File: config.mk
export PLATFORM = sky130hd
export DESIGN_NAME = swap_unit_arbiter_flat
export DESIGN_NICKNAME = d
export VERILOG_FILES = /design/src/rtl/swap_unit_arbiter_if.sv /design/src/rtl/swap_unit_arbiter.sv /design/src/flat_wrapper.sv
export SDC_FILE = /design/constraint.sdc
export NUM_CORES = 1
export LEC_CHECK = 0
export ABC_AREA = 1
export CAP_MARGIN = 20
export CORE_UTILIZATION = 35
export CTS_CLUSTER_DIAMETER = 100
export DETAILED_ROUTE_END_ITERATION = 16
export MAX_ROUTING_LAYER = met4
export PLACE_DENSITY = 0.74
export REMOVE_ABC_BUFFERS = 1
export SLEW_MARGIN = 5
export SYNTH_ARGS = -nofsm -noshare
export SYNTH_HDL_FRONTEND = slang
export SYNTH_SLANG_ARGS = --single-unit
File: constraint.sdc
create_clock -name clk -period 4.3 [get_ports clk]
set_input_delay 1.29 -clock clk [delete_from_list [all_inputs] [get_ports clk]]
set_output_delay 1.29 -clock clk [all_outputs]
set_load 0.05 [all_outputs]
File: src/rtl/swap_unit_arbiter_if.sv
// swap_unit_arbiter_if: requester-side bundle of the shared swap datapath
interface swap_unit_arbiter_if #(
  parameter int NREQ  = 4,
  parameter int W     = 8,
  parameter int CNT_W = 4
);
  localparam int IW = $clog2(NREQ);
  logic [NREQ-1:0]       req;
  logic [NREQ*W-1:0]     op_a;
  logic [NREQ*W-1:0]     op_b;
  logic [NREQ*CNT_W-1:0] n_swaps;
  logic [NREQ-1:0]       grant;
  logic                  busy;
  logic                  done;
  logic [IW-1:0]         done_id;
  logic [W-1:0]          res_a;
  logic [W-1:0]          res_b;
  modport master (output req, op_a, op_b, n_swaps, input grant, busy, done, done_id, res_a, res_b);
  modport slave  (input req, op_a, op_b, n_swaps, output grant, busy, done, done_id, res_a, res_b);
endinterface

File: src/rtl/swap_unit_arbiter.sv
// swap_unit_arbiter: round-robin scheduler for a shared A/B exchange register pair
module swap_unit_arbiter #(
  parameter int NREQ  = 4,
  parameter int W     = 8,
  parameter int CNT_W = 4
) (
  input logic              clk,
  input logic              rst,
  swap_unit_arbiter_if.slave bus
);
  localparam int IW = $clog2(NREQ);
  typedef enum logic [1:0] {S_IDLE, S_LOAD, S_SWAP, S_DONE} state_t;
  state_t           r_state;
  logic [IW-1:0]    r_ptr, r_id, r_done_id, w_sel, w_nxt_ptr;
  logic             w_found, r_busy, r_done;
  logic [NREQ-1:0]  r_grant;
  logic [W-1:0]     r_a, r_b, r_res_a, r_res_b, w_op_a, w_op_b;
  logic [CNT_W-1:0] r_cnt, w_n;
  // first set request at or after the pointer, wrapping; low k wins by being assigned last
  always_comb begin
    w_found = 1'b0;
    w_sel   = '0;
    for (int k = NREQ - 1; k >= 0; k--) begin
      if (bus.req[(int'(r_ptr) + k) % NREQ]) begin
        w_found = 1'b1;
        w_sel   = IW'((int'(r_ptr) + k) % NREQ);
      end
    end
  end
  assign w_nxt_ptr = (w_sel == IW'(NREQ - 1)) ? '0 : w_sel + 1'b1;
  assign w_op_a    = bus.op_a[r_id*W +: W];
  assign w_op_b    = bus.op_b[r_id*W +: W];
  assign w_n       = bus.n_swaps[r_id*CNT_W +: CNT_W];
  always_ff @(posedge clk) begin
    if (rst) begin
      r_state   <= S_IDLE;
      r_ptr     <= '0;
      r_id      <= '0;
      r_grant   <= '0;
      r_busy    <= 1'b0;
      r_done    <= 1'b0;
      r_done_id <= '0;
      r_a       <= '0;
      r_b       <= '0;
      r_cnt     <= '0;
      r_res_a   <= '0;
      r_res_b   <= '0;
    end else begin
      case (r_state)
        S_IDLE: if (w_found) begin
          r_state <= S_LOAD;
          r_grant <= NREQ'(1) << w_sel;
          r_busy  <= 1'b1;
          r_id    <= w_sel;
          r_ptr   <= w_nxt_ptr;
        end
        S_LOAD: begin
          r_a   <= w_op_a;
          r_b   <= w_op_b;
          r_cnt <= w_n;
          r_state <= (w_n == '0) ? S_DONE : S_SWAP;
          if (w_n == '0) begin
            r_done    <= 1'b1;
            r_done_id <= r_id;
            r_res_a   <= w_op_a;
            r_res_b   <= w_op_b;
          end
        end
        S_SWAP: begin
          r_a   <= r_b;
          r_b   <= r_a;
          r_cnt <= r_cnt - 1'b1;
          // result is captured from the post-swap values of the final exchange
          if (r_cnt == CNT_W'(1)) begin
            r_state   <= S_DONE;
            r_done    <= 1'b1;
            r_done_id <= r_id;
            r_res_a   <= r_b;
            r_res_b   <= r_a;
          end
        end
        default: begin
          r_state <= S_IDLE;
          r_done  <= 1'b0;
          r_grant <= '0;
          r_busy  <= 1'b0;
        end
      endcase
    end
  end
  assign bus.grant   = r_grant;
  assign bus.busy    = r_busy;
  assign bus.done    = r_done;
  assign bus.done_id = r_done_id;
  assign bus.res_a   = r_res_a;
  assign bus.res_b   = r_res_b;
endmodule

File: src/flat_wrapper.sv
// flat-port wrapper written by rule: the top's interface ports become plain ports
module swap_unit_arbiter_flat 
#(
  parameter int NREQ  = 4,
  parameter int W     = 8,
  parameter int CNT_W = 4
)
  (clk, rst, bus_req, bus_op_a, bus_op_b, bus_n_swaps, bus_grant, bus_busy, bus_done, bus_done_id, bus_res_a, bus_res_b);
  swap_unit_arbiter_if #(.NREQ(NREQ), .W(W), .CNT_W(CNT_W)) bus_i ();
  input logic clk;
  input logic rst;
  input wire logic [$bits(bus_i.req)-1:0] bus_req;
  input wire logic [$bits(bus_i.op_a)-1:0] bus_op_a;
  input wire logic [$bits(bus_i.op_b)-1:0] bus_op_b;
  input wire logic [$bits(bus_i.n_swaps)-1:0] bus_n_swaps;
  output wire logic [$bits(bus_i.grant)-1:0] bus_grant;
  output wire logic [$bits(bus_i.busy)-1:0] bus_busy;
  output wire logic [$bits(bus_i.done)-1:0] bus_done;
  output wire logic [$bits(bus_i.done_id)-1:0] bus_done_id;
  output wire logic [$bits(bus_i.res_a)-1:0] bus_res_a;
  output wire logic [$bits(bus_i.res_b)-1:0] bus_res_b;
  assign bus_i.req = bus_req;
  assign bus_i.op_a = bus_op_a;
  assign bus_i.op_b = bus_op_b;
  assign bus_i.n_swaps = bus_n_swaps;
  assign bus_grant = bus_i.grant;
  assign bus_busy = bus_i.busy;
  assign bus_done = bus_i.done;
  assign bus_done_id = bus_i.done_id;
  assign bus_res_a = bus_i.res_a;
  assign bus_res_b = bus_i.res_b;
  swap_unit_arbiter #(.NREQ(NREQ), .W(W), .CNT_W(CNT_W)) u_core (.clk(clk), .rst(rst), .bus(bus_i));
endmodule
* Word-level counts from Yosys, hierarchy flattened
Index checks and enable logic that the tools add are counted.
Storage, ports and cells: register bits 50, latch bits 0, RAM bits 0, bits in read-only memories 0, input bits 86, output and inout port bits 24, word-level logic and storage cells 92, memories kept 0
Cells by class: $add $sub $neg 5, multiply operators 0, div/mod/pow operators 0, magnitude comparators 4, eq/ne operators 7, shifts and indexed selects 4, multiplexer cells 43, bitwise gates (word level) 5, reduce and logical (&&, ||, !) cells 12
Operator list (number):
- $pmux 8 s2 | 4
- $shiftx 32x6->8 | 2
- $mux 8 | 4
- $mux 2 | 9
- $pmux 4 s2 | 2
- $shiftx 16x5->4 | 1
- $mux 1 | 15
- $lt 3x4->1 const B | 3
- $bmux 1 s2 | 4
- $reduce_or 2->1 | 4
- $ne 2x1->1 const B | 3
- $pmux 2 s3 | 1
- $reduce_and 2->1 | 3
- $reduce_and 3->1 | 2
- $add 2x1->2 const B | 2
- $add 2x2->2 const B | 2
- $eq 2x2->1 const B | 2
- $eq 4x1->1 const B | 1
- $logic_not 4->1 | 1
- $mux 4 | 1
- $pmux 2 s2 | 1
- $shl 1x2->4 const A | 1
- $sub 4x1->4 const B | 1
- $and 1x1->1 const A | 3
- other kinds (7) | 8

* Depth between registers and ports, before layout
Gate-level depths: netlist of run 1.
depth after elaboration 13, depth in mapped cells 13

* Least setup slack after synthesis of run 1
Ideal clock, no wire load.
path type input -> register, start point input bus_req[1], end point register u_core.r_ptr[1], setup time 0.120 ns, data arrival time 2.434 ns, data required time 4.180 ns, setup slack 1.745 ns, cell stages on the path 10, buffers on the path 0, cells stage by stage inv_1 > nand2_1 > nand3_1 > inv_1 > a21oi_1 > nor2_1 > o21ai_0 > ha_1 > o21ai_0 > a21oi_1
Between the ends: longest elaborated chain between the ends 9, elaborated cells between the ends (all ways) 23, classes of those cells 1 x add/sub; 1 x eq/ne; 20 x mux; 1 x reduce/logical
Ends and longest elaborated chain:
- from (decl) | line flat_wrapper.sv:12 | input wire logic [$bits(bus_i.req)-1:0] bus_req;
- $bmux 1 s2 | line swap_unit_arbiter.sv:24 | if (bus.req[(int'(r_ptr) + k) % NREQ]) begin
- $mux 1 (not written as such) (2 in series) | line swap_unit_arbiter.sv:24
- $mux 2 (3 in series) | line swap_unit_arbiter.sv:24
- $mux 2 (*) | line swap_unit_arbiter.sv:24
- net u_core.w_sel[1] | line swap_unit_arbiter.sv:14 | logic [IW-1:0] r_ptr, r_id, r_done_id, w_sel, w_nxt_ptr;
- $add 2x1->2 or $eq 2x2->1 (tied branches) | line swap_unit_arbiter.sv:30 | assign w_nxt_ptr = (w_sel == IW'(NREQ - 1)) ? '0 : w_sel + 1'b1;
- $mux 2 (*) | line swap_unit_arbiter.sv:30
- net u_core.w_nxt_ptr[1] | line swap_unit_arbiter.sv:14
- to (signal assigned) | line swap_unit_arbiter.sv:55 | r_ptr <= w_nxt_ptr;
- to (decl) | line swap_unit_arbiter.sv:14
The timed path passes the listed nets; every way through them passes the cells marked *. The select of a mux whose other input is x is not followed. A chain may end at the register's enable or synchronous reset.

* Worst setup path after layout of run 1
start point input bus_req[3], end point register u_core.r_ptr[1]
Same word-level chain as after synthesis.

==> key figures, run 1 <==
Synthesis
  – Synth area leader: dfxtp_1
  – Unique masters post-synth: 23
  – Synthesized area per cell: ~6.4 um2
  – Synth top area cells: dfxtp_1 33%, nand2_1 11%, nor2_1 10%
  – Top-area cell type share of the netlist area: 32.9%
  – Mapped Area: slightly above 0.003 mm2
  – Syn. warnings: 0
  – Syn Inst Count: about 480
  – Sequential area share after synthesis: between 30 and 40%
  – Seq cells post-synth: 50

Job
  – Max-Cap Viols: 0

GRT
  – GR Layer Usage met1: 23.5%
  – GR Layer Usage met3: 3.91%
  – Grt ovf: 0
  – GRT Util Overall: approximately 20%
  – Number of global-route vias before repair: between 3000 and 4000
  – Met2 Usage GRT: ~36%
  – Grt peak-use layer: met2
  – Largest net degree at the start of global routing: 42
  – Antenna violations before repair: 0
  – First-pass GRT wire length: ~14000 um

Floorplan
  – Die area: approximately 0.009 mm2
  – Io pins: 110
  – Initial Util: roughly 37%
  – CORE AREA: 0.00830 mm2
  – Die height: between 90 and 100 um
  – Die Wd: approximately 95 um
  – Core Rows: 33

Timing
  – Period minus WS final: slightly below 3 ns
  – Hold Fails Final Rpt: 0
  – Final setup margin: about 1.4 ns
  – Fin crit share: just under 70%
  – Setup violators final: 0
  – Total negative slack: 0 ns
  – Max Clock Skew: around 0.0083 ns
  – Relative slew slack: around a third
  – F_max: between 0.3 and 0.4 GHz
  – Worst slew pin tran: roughly 1 ns
  – Fin. max-slew vios: 0
  – RSZ-0062 raised after global routing: false

Layout
  – Commonest non-fill, non-tap cell in the layout: clkdlybuf4s50_1
  – Layout cells sized above 1: under 10%
  – Most frequent cells in the layout: 109 x clkdlybuf4s50_1, 92 x nand2_1, 80 x nor2_1, 54 x o21ai_0
  – Final Cell Area: around 0.0042 mm2
  – Area growth syn-to-layout: 38.8%
  – Nets: between 600 and 700
  – Inserted Diodes: 0

Clocking
  – CTS tree: done
  – CTS Hold Bufs: 0
  – H-tree Lvls: 2
  – Max Buffers Root-to-Sink: 2
  – # resized after CTS: 0
  – # clock sinks: 50
  – TritonCTS Buffers: 5
  – Post-CTS Setup Repair Bufs: 0
  – Skew-Pair Late Insertion Delay: ~0.31 ns
  – Clock slew seen by the registers of the worst setup and hold paths: 0.09 ns
  – Clock root buffer: clkbuf_8

Critical path
  – Worst path cell trace: clkdlybuf4s50_1, inv_1, nand2_1, nand3_1, a21oi_1, nor2_1, o21ai_0, ha_1, o21ai_0, a21oi_1
  – CP required: ~4.5 ns
  – Worst Setup SP: bus_req[3]
  – Kind of start point of the critical path: input pin
  – FF-to-FF End: u_core.r_cnt[2]$_SDFFE_PP0N_
  – R2r setup slk: 1.86 ns
  – CP peak stage delay: ~0.47 ns
  – CP delay by family, top: compound AO/OA/AOI/OAI gates
  – Worst path buffer plus inverter count: 2
  – Critical path's slowest cell: clkdlybuf4s50_1
  – Setup crit end kind: flip-flop
  – Crit-path max FO: 4
  – Reg-to-reg startpoint: u_core.r_state[0]$_SDFFE_PP0P_
  – CP Class: in2reg
  – CP Data Arrival Time: about 3.1 ns
  – R2r worst-path depth: 6

Power and ir drop
  – Flop pwr share: 24.9%
  – Pleak: between 0.0015 and 0.002 uW
  – Net Switching: ~1500 uW
  – Clock group share of total power: a little under a tenth
  – VDD IR max: 0.000242 V
  – Switching portion of total power: between 50% and 60%
  – Logic gate share of total power: roughly 66%
  – Power Density: roughly 680 mW/mm2
  – Power, Total: ~2900 uW
  – Total internal power: 1400 uW

Route
  – Vias: 3414
  – Detail Route Antenna Nets: 0
  – DRC Markers: 0
  – 1st-iter DRT viols: between 100 and 150
  – Routed WL: 8570 um
  – WL per Instance: 12.8 um
  – First-pass iteration count of the detailed router: 4
  – Drt via density: 5.10

Worst hold path
  – Worst hold stages: 2
  – Hold path endpoint: u_core.bus.grant[2]$_SDFFE_PP0P_
  – Hold Crit Start: u_core.bus.grant[2]$_SDFFE_PP0P_
  – Hold Crit Class: reg2reg

Placement
  – Post-detail-place hpwl: just over 6000 um
  – Placed Instance Area: between 0.004 and 0.005 mm2
  – PortBufs: between 100 and 150
  – Placer Congestion: 0.906
  – DP Worst Slack: around 1.1 ns

Status
  – Status: complete, no violations
[flip-flops by register name, summed over array words and instances (netlist names)]
name,count
u_core.r_state,2
u_core.bus.grant,4
u_core.r_ptr,2
u_core.bus.res_b,8
u_core.r_b,8
u_core.bus.busy,1
u_core.r_cnt,4
u_core.r_id,2
u_core.r_a,8
u_core.bus.res_a,8
u_core.bus.done,1
u_core.bus.done_id,2
[worst max path at each step]
stage	end	depth (start not counted)
3_5_place_dp	u_core.r_ptr[1]$_SDFFE_PP0P_	10
2_1_floorplan	u_core.bus.res_a[0]$_SDFFE_PP0P_	9
4_1_cts	u_core.r_ptr[1]$_SDFFE_PP0P_	10
3_3_place_gp	u_core.r_ptr[1]$_SDFFE_PP0P_	10
5_1_grt	u_core.r_ptr[1]$_SDFFE_PP0P_	11
6_report	u_core.r_ptr[1]$_SDFFE_PP0P_	10
[tightest hold or removal path: cells and delay by family, from the launching register on]
kind            cells  cell delay, ns
flops               1            0.32
compound gates      1            0.05
simple gates        1            0.06
[cell usage after synthesis]
library cell	n
xor2_1	1
o22ai_1	16
o21ai_0	54
nand4_1	4
buf_2	7
o221a_2	1
dfxtp_1	50
nand3_1	37
o21ai_2	1
nand2_1	92
a221oi_1	1
o21a_1	16
a21oi_1	50
inv_2	2
buf_4	2
inv_1	24
nor2_1	81
buf_6	3
a31oi_1	1
o31ai_1	1
clkbuf_1	22
buf_1	1
ha_1	10
[stage by stage]
step	hold slack [ns]	utilization (%)	std cells
2_1_floorplan	0.439	-	442
3_3_place_gp	0.451	49.9	662
6_report	0.465	50.9	669
4_1_cts	0.472	50.9	669
3_5_place_dp	0.458	49.9	662
5_1_grt	0.496	50.9	669
[power groups by stage]
stage / Sequential, uW / Clock [uW] / Combinational (uW)
finish: 713 / 270 / 1880
global route: 732 / 296 / 2110
CTS: 713 / 278 / 1890
detailed placement: 721 / 0 / 1880
global placement: 717 / 0 / 1840
floorplan: 986 / 0 / 1060
[cell type report]
| type | instances | area [um2] |
|---|---|---|
| fill | 834 | 4070 |
| tap | 105 | 131 |
| clock buffer | 5 | 68.8 |
| timing repair buffer | 115 | 1140 |
| sequential | 50 | 1000 |
| multi-input combinational | 366 | 1780 |
| clock inverter | 2 | 13.8 |
| inverter | 26 | 97.6 |
[layer usage]
layer	vias to the layer above	share of wire, %
li1	1770	-
met1	1558	45
met2	77	49
met3	9	4.7
met4	0	1.1
met5	-	0
[cell families (layout without fill, tap and decap cells)]
group	Yosys count	in the layout	share of synthesized area, %
simple gates	214	214	28.2
compound gates	141	141	25.7
buf+inv	61	148	8.79
flops	50	50	32.9
fa+ha+maj	10	10	4.11
xor+xnor	1	1	0.288
Note: power is estimated with default switching activity, not from simulation.
==> run 2, diff against run 1 <==
PLACE_DENSITY = 0.77   (was 0.74)
clock period = 2.4 ns   (was 4.3 ns; I/O delays follow)
==> key figures, run 2 (synthesized netlist as in run 1, its figures left out) <==
Status
  – Status: complete, no violations

Floorplan
  – Core Rows: 33 (unchanged)
  – Die Wd: 95.3 um (unchanged)
  – Die area: 0.00908 mm2 (unchanged)
  – Initial Util: 36.7% (unchanged)
  – Die height: 95.3 um (unchanged)
  – CORE AREA: 0.00830 mm2 (unchanged)
  – Io pins: 110 (unchanged)

Critical path
  – CP delay by family, top: buffers and inverters
  – Crit-path max FO: 2 (-2)
  – Kind of start point of the critical path: flip-flop
  – Critical path's slowest cell: clkdlybuf4s50_1
  – CP Data Arrival Time: 1.48 ns (-1.65 ns)
  – Worst path buffer plus inverter count: 1 (-1)
  – CP peak stage delay: 0.82 ns (+0.35 ns)
  – CP Class: reg2out
  – Worst Setup SP: u_core.bus.res_b[0]$_SDFFE_PP0P_
  – CP required: 1.68 ns (-2.81 ns)
  – Reg-to-reg startpoint: u_core.r_id[0]$_SDFFE_PP0P_
  – Setup crit end kind: output pin
  – Worst path cell trace: clkdlybuf4s50_1

Timing
  – Worst slew pin tran: 0.534 ns (-0.486 ns)
  – Fin. max-slew vios: 0 (unchanged)
  – Relative slew slack: 64.3% (+32 points)
  – F_max: 0.454 GHz
  – Hold WS: 0.468 ns (+0.00257 ns)
  – RSZ-0062 raised after global routing: false
  – Total negative slack: 0 ns (unchanged)
  – Max Clock Skew: 0.00251 ns (-0.00577 ns)
  – Setup violators final: 0 (unchanged)
  – Fin crit share: a little over 90%
  – Period minus WS final: 2.20 ns
  – Hold Fails Final Rpt: 0 (unchanged)

Placement
  – PortBufs: 109 (unchanged)
  – Post-detail-place hpwl: 6500 um (+7.1%)
  – Placed insts: 671 (+1.4%)
  – Placer Congestion: 0.903 (-0.40%)

Route
  – First-pass iteration count of the detailed router: 5 (+1)
  – Vias: 3460 (+1.3%)
  – WL per Instance: 12.9 um (+0.77%)
  – Routed WL: 8760 um (+2.3%)
  – WL met2: 4410 um (+4.2%)
  – Drt via density: 5.10 (-0.15%)
  – Detail Route Antenna Nets: 0 (unchanged)
  – 1st-iter DRT viols: 142 (+20%)
  – DR top layer: met4
  – Met3 wire length: 504 um (+26%)
  – DRC Markers: 0 (unchanged)
  – Wl on met1: 3700 um (-3.6%)

Layout
  – Nets: 669 (+1.4%)
  – Storage element area: 0.00100 mm2 (unchanged)
  – Final-layout fill cell count: 802 (-3.8%)
  – Commonest non-fill, non-tap cell in the layout: clkdlybuf4s50_1
  – Most frequent cells in the layout: 109 x clkdlybuf4s50_1, 92 x nand2_1, 80 x nor2_1, 54 x o21ai_0
  – Fin cells: 679 (+1.5%)
  – Multi-input logic area: 0.00178 mm2 (unchanged)
  – Area growth syn-to-layout: 42.2%
  – Layout cells sized above 1: 4.70% (+1.5 points)
  – Inserted Diodes: 0 (unchanged)
  – Final core occ: 52.2% (+1.2 points)

Clocking
  – CTS tree: done
  – # clock sinks: 50 (unchanged)
  – TritonCTS Buffers: 5 (unchanged)
  – Clock root buffer: clkbuf_8
  – Post-CTS Setup Repair Bufs: 0 (unchanged)
  – Clock slew seen by the registers of the worst setup and hold paths: 0.09 ns (about the same)
  – Max Buffers Root-to-Sink: 2 (unchanged)
  – Skew-Pair Late Insertion Delay: 0.30 ns (about the same)
  – H-tree Lvls: 2 (unchanged)
  – # resized after CTS: 0 (unchanged)
  – CTS Hold Bufs: 0 (unchanged)

GRT
  – GRT Util Overall: 21.0% (+0.68 points)
  – First-pass GRT wire length: 14600 um (+2.1%)
  – Number of global-route vias before repair: 3384 (+5.6%)
  – Grt ovf: 0 (unchanged)
  – Antenna violations before repair: 0 (unchanged)
  – Largest net degree at the start of global routing: 42 (unchanged)

Worst hold path
  – Hold Crit Class: reg2reg
  – Hold Crit Start: u_core.bus.busy$_SDFFE_PP0P_

Power and ir drop
  – VDD IR max: 0.000421 V (+74%)
  – Pleak: 0.00183 uW (+3.2%)
  – Power, Total: 5340 uW (+86%)
  – Power Density: 1230 mW/mm2 (+82%)

Job
  – Max-Cap Viols: 0 (unchanged)
[run 2: changes by cell type in the layout (fill, tap and decap cells not counted), sizes merged]
cell    change
buf         +9
clkbuf      +2
inv         -1
[run 2: per-stage QoR]
step                      instance area (um2)  worst slack, ns
after global routing                     4330           0.0178
after global placement                   4240          -0.0567
final                                    4330            0.199
after CTS                                4330            0.180
after floorplan                          2880           -0.460
after detailed placement                 4240           -0.100
[run 2: worst paths after layout]
check / cells after the start / end / slack (ns)
setup / recovery: 1 / bus_res_b[0] / 0.20
hold reg to reg: 2 / u_core.bus.busy$_SDFFE_PP0P_ / 0.47
hold / removal: 2 / u_core.bus.busy$_SDFFE_PP0P_ / 0.47
setup reg to reg: 10 / u_core.bus.res_a[1]$_SDFFE_PP0P_ / 0.27
[run 2: cell type report]
class	count	share of cell area (%)
Multi-Input combinational cell	366	41.1
Sequential cell	50	23.1
Timing Repair Buffer	124	28.4
Inverter	26	2.25
Tap cell	105	3.03
Clock inverter	1	0.116
Clock buffer	7	1.99
[run 2: power breakdown]
group | internal [uW] | total [uW] | switching [uW]
clock network | 233 | 508 | 275
registers | 1120 | 1320 | 200
logic | 1330 | 3510 | 2190
total | 2680 | 5340 | 2660
[run 2: metal layers]
metal  up-vias  GRT usage [%]
met5         -              -
met4         0           5.56
met3        14           5.02
met2       104           38.2
met1      1558           22.7
li1       1784              -
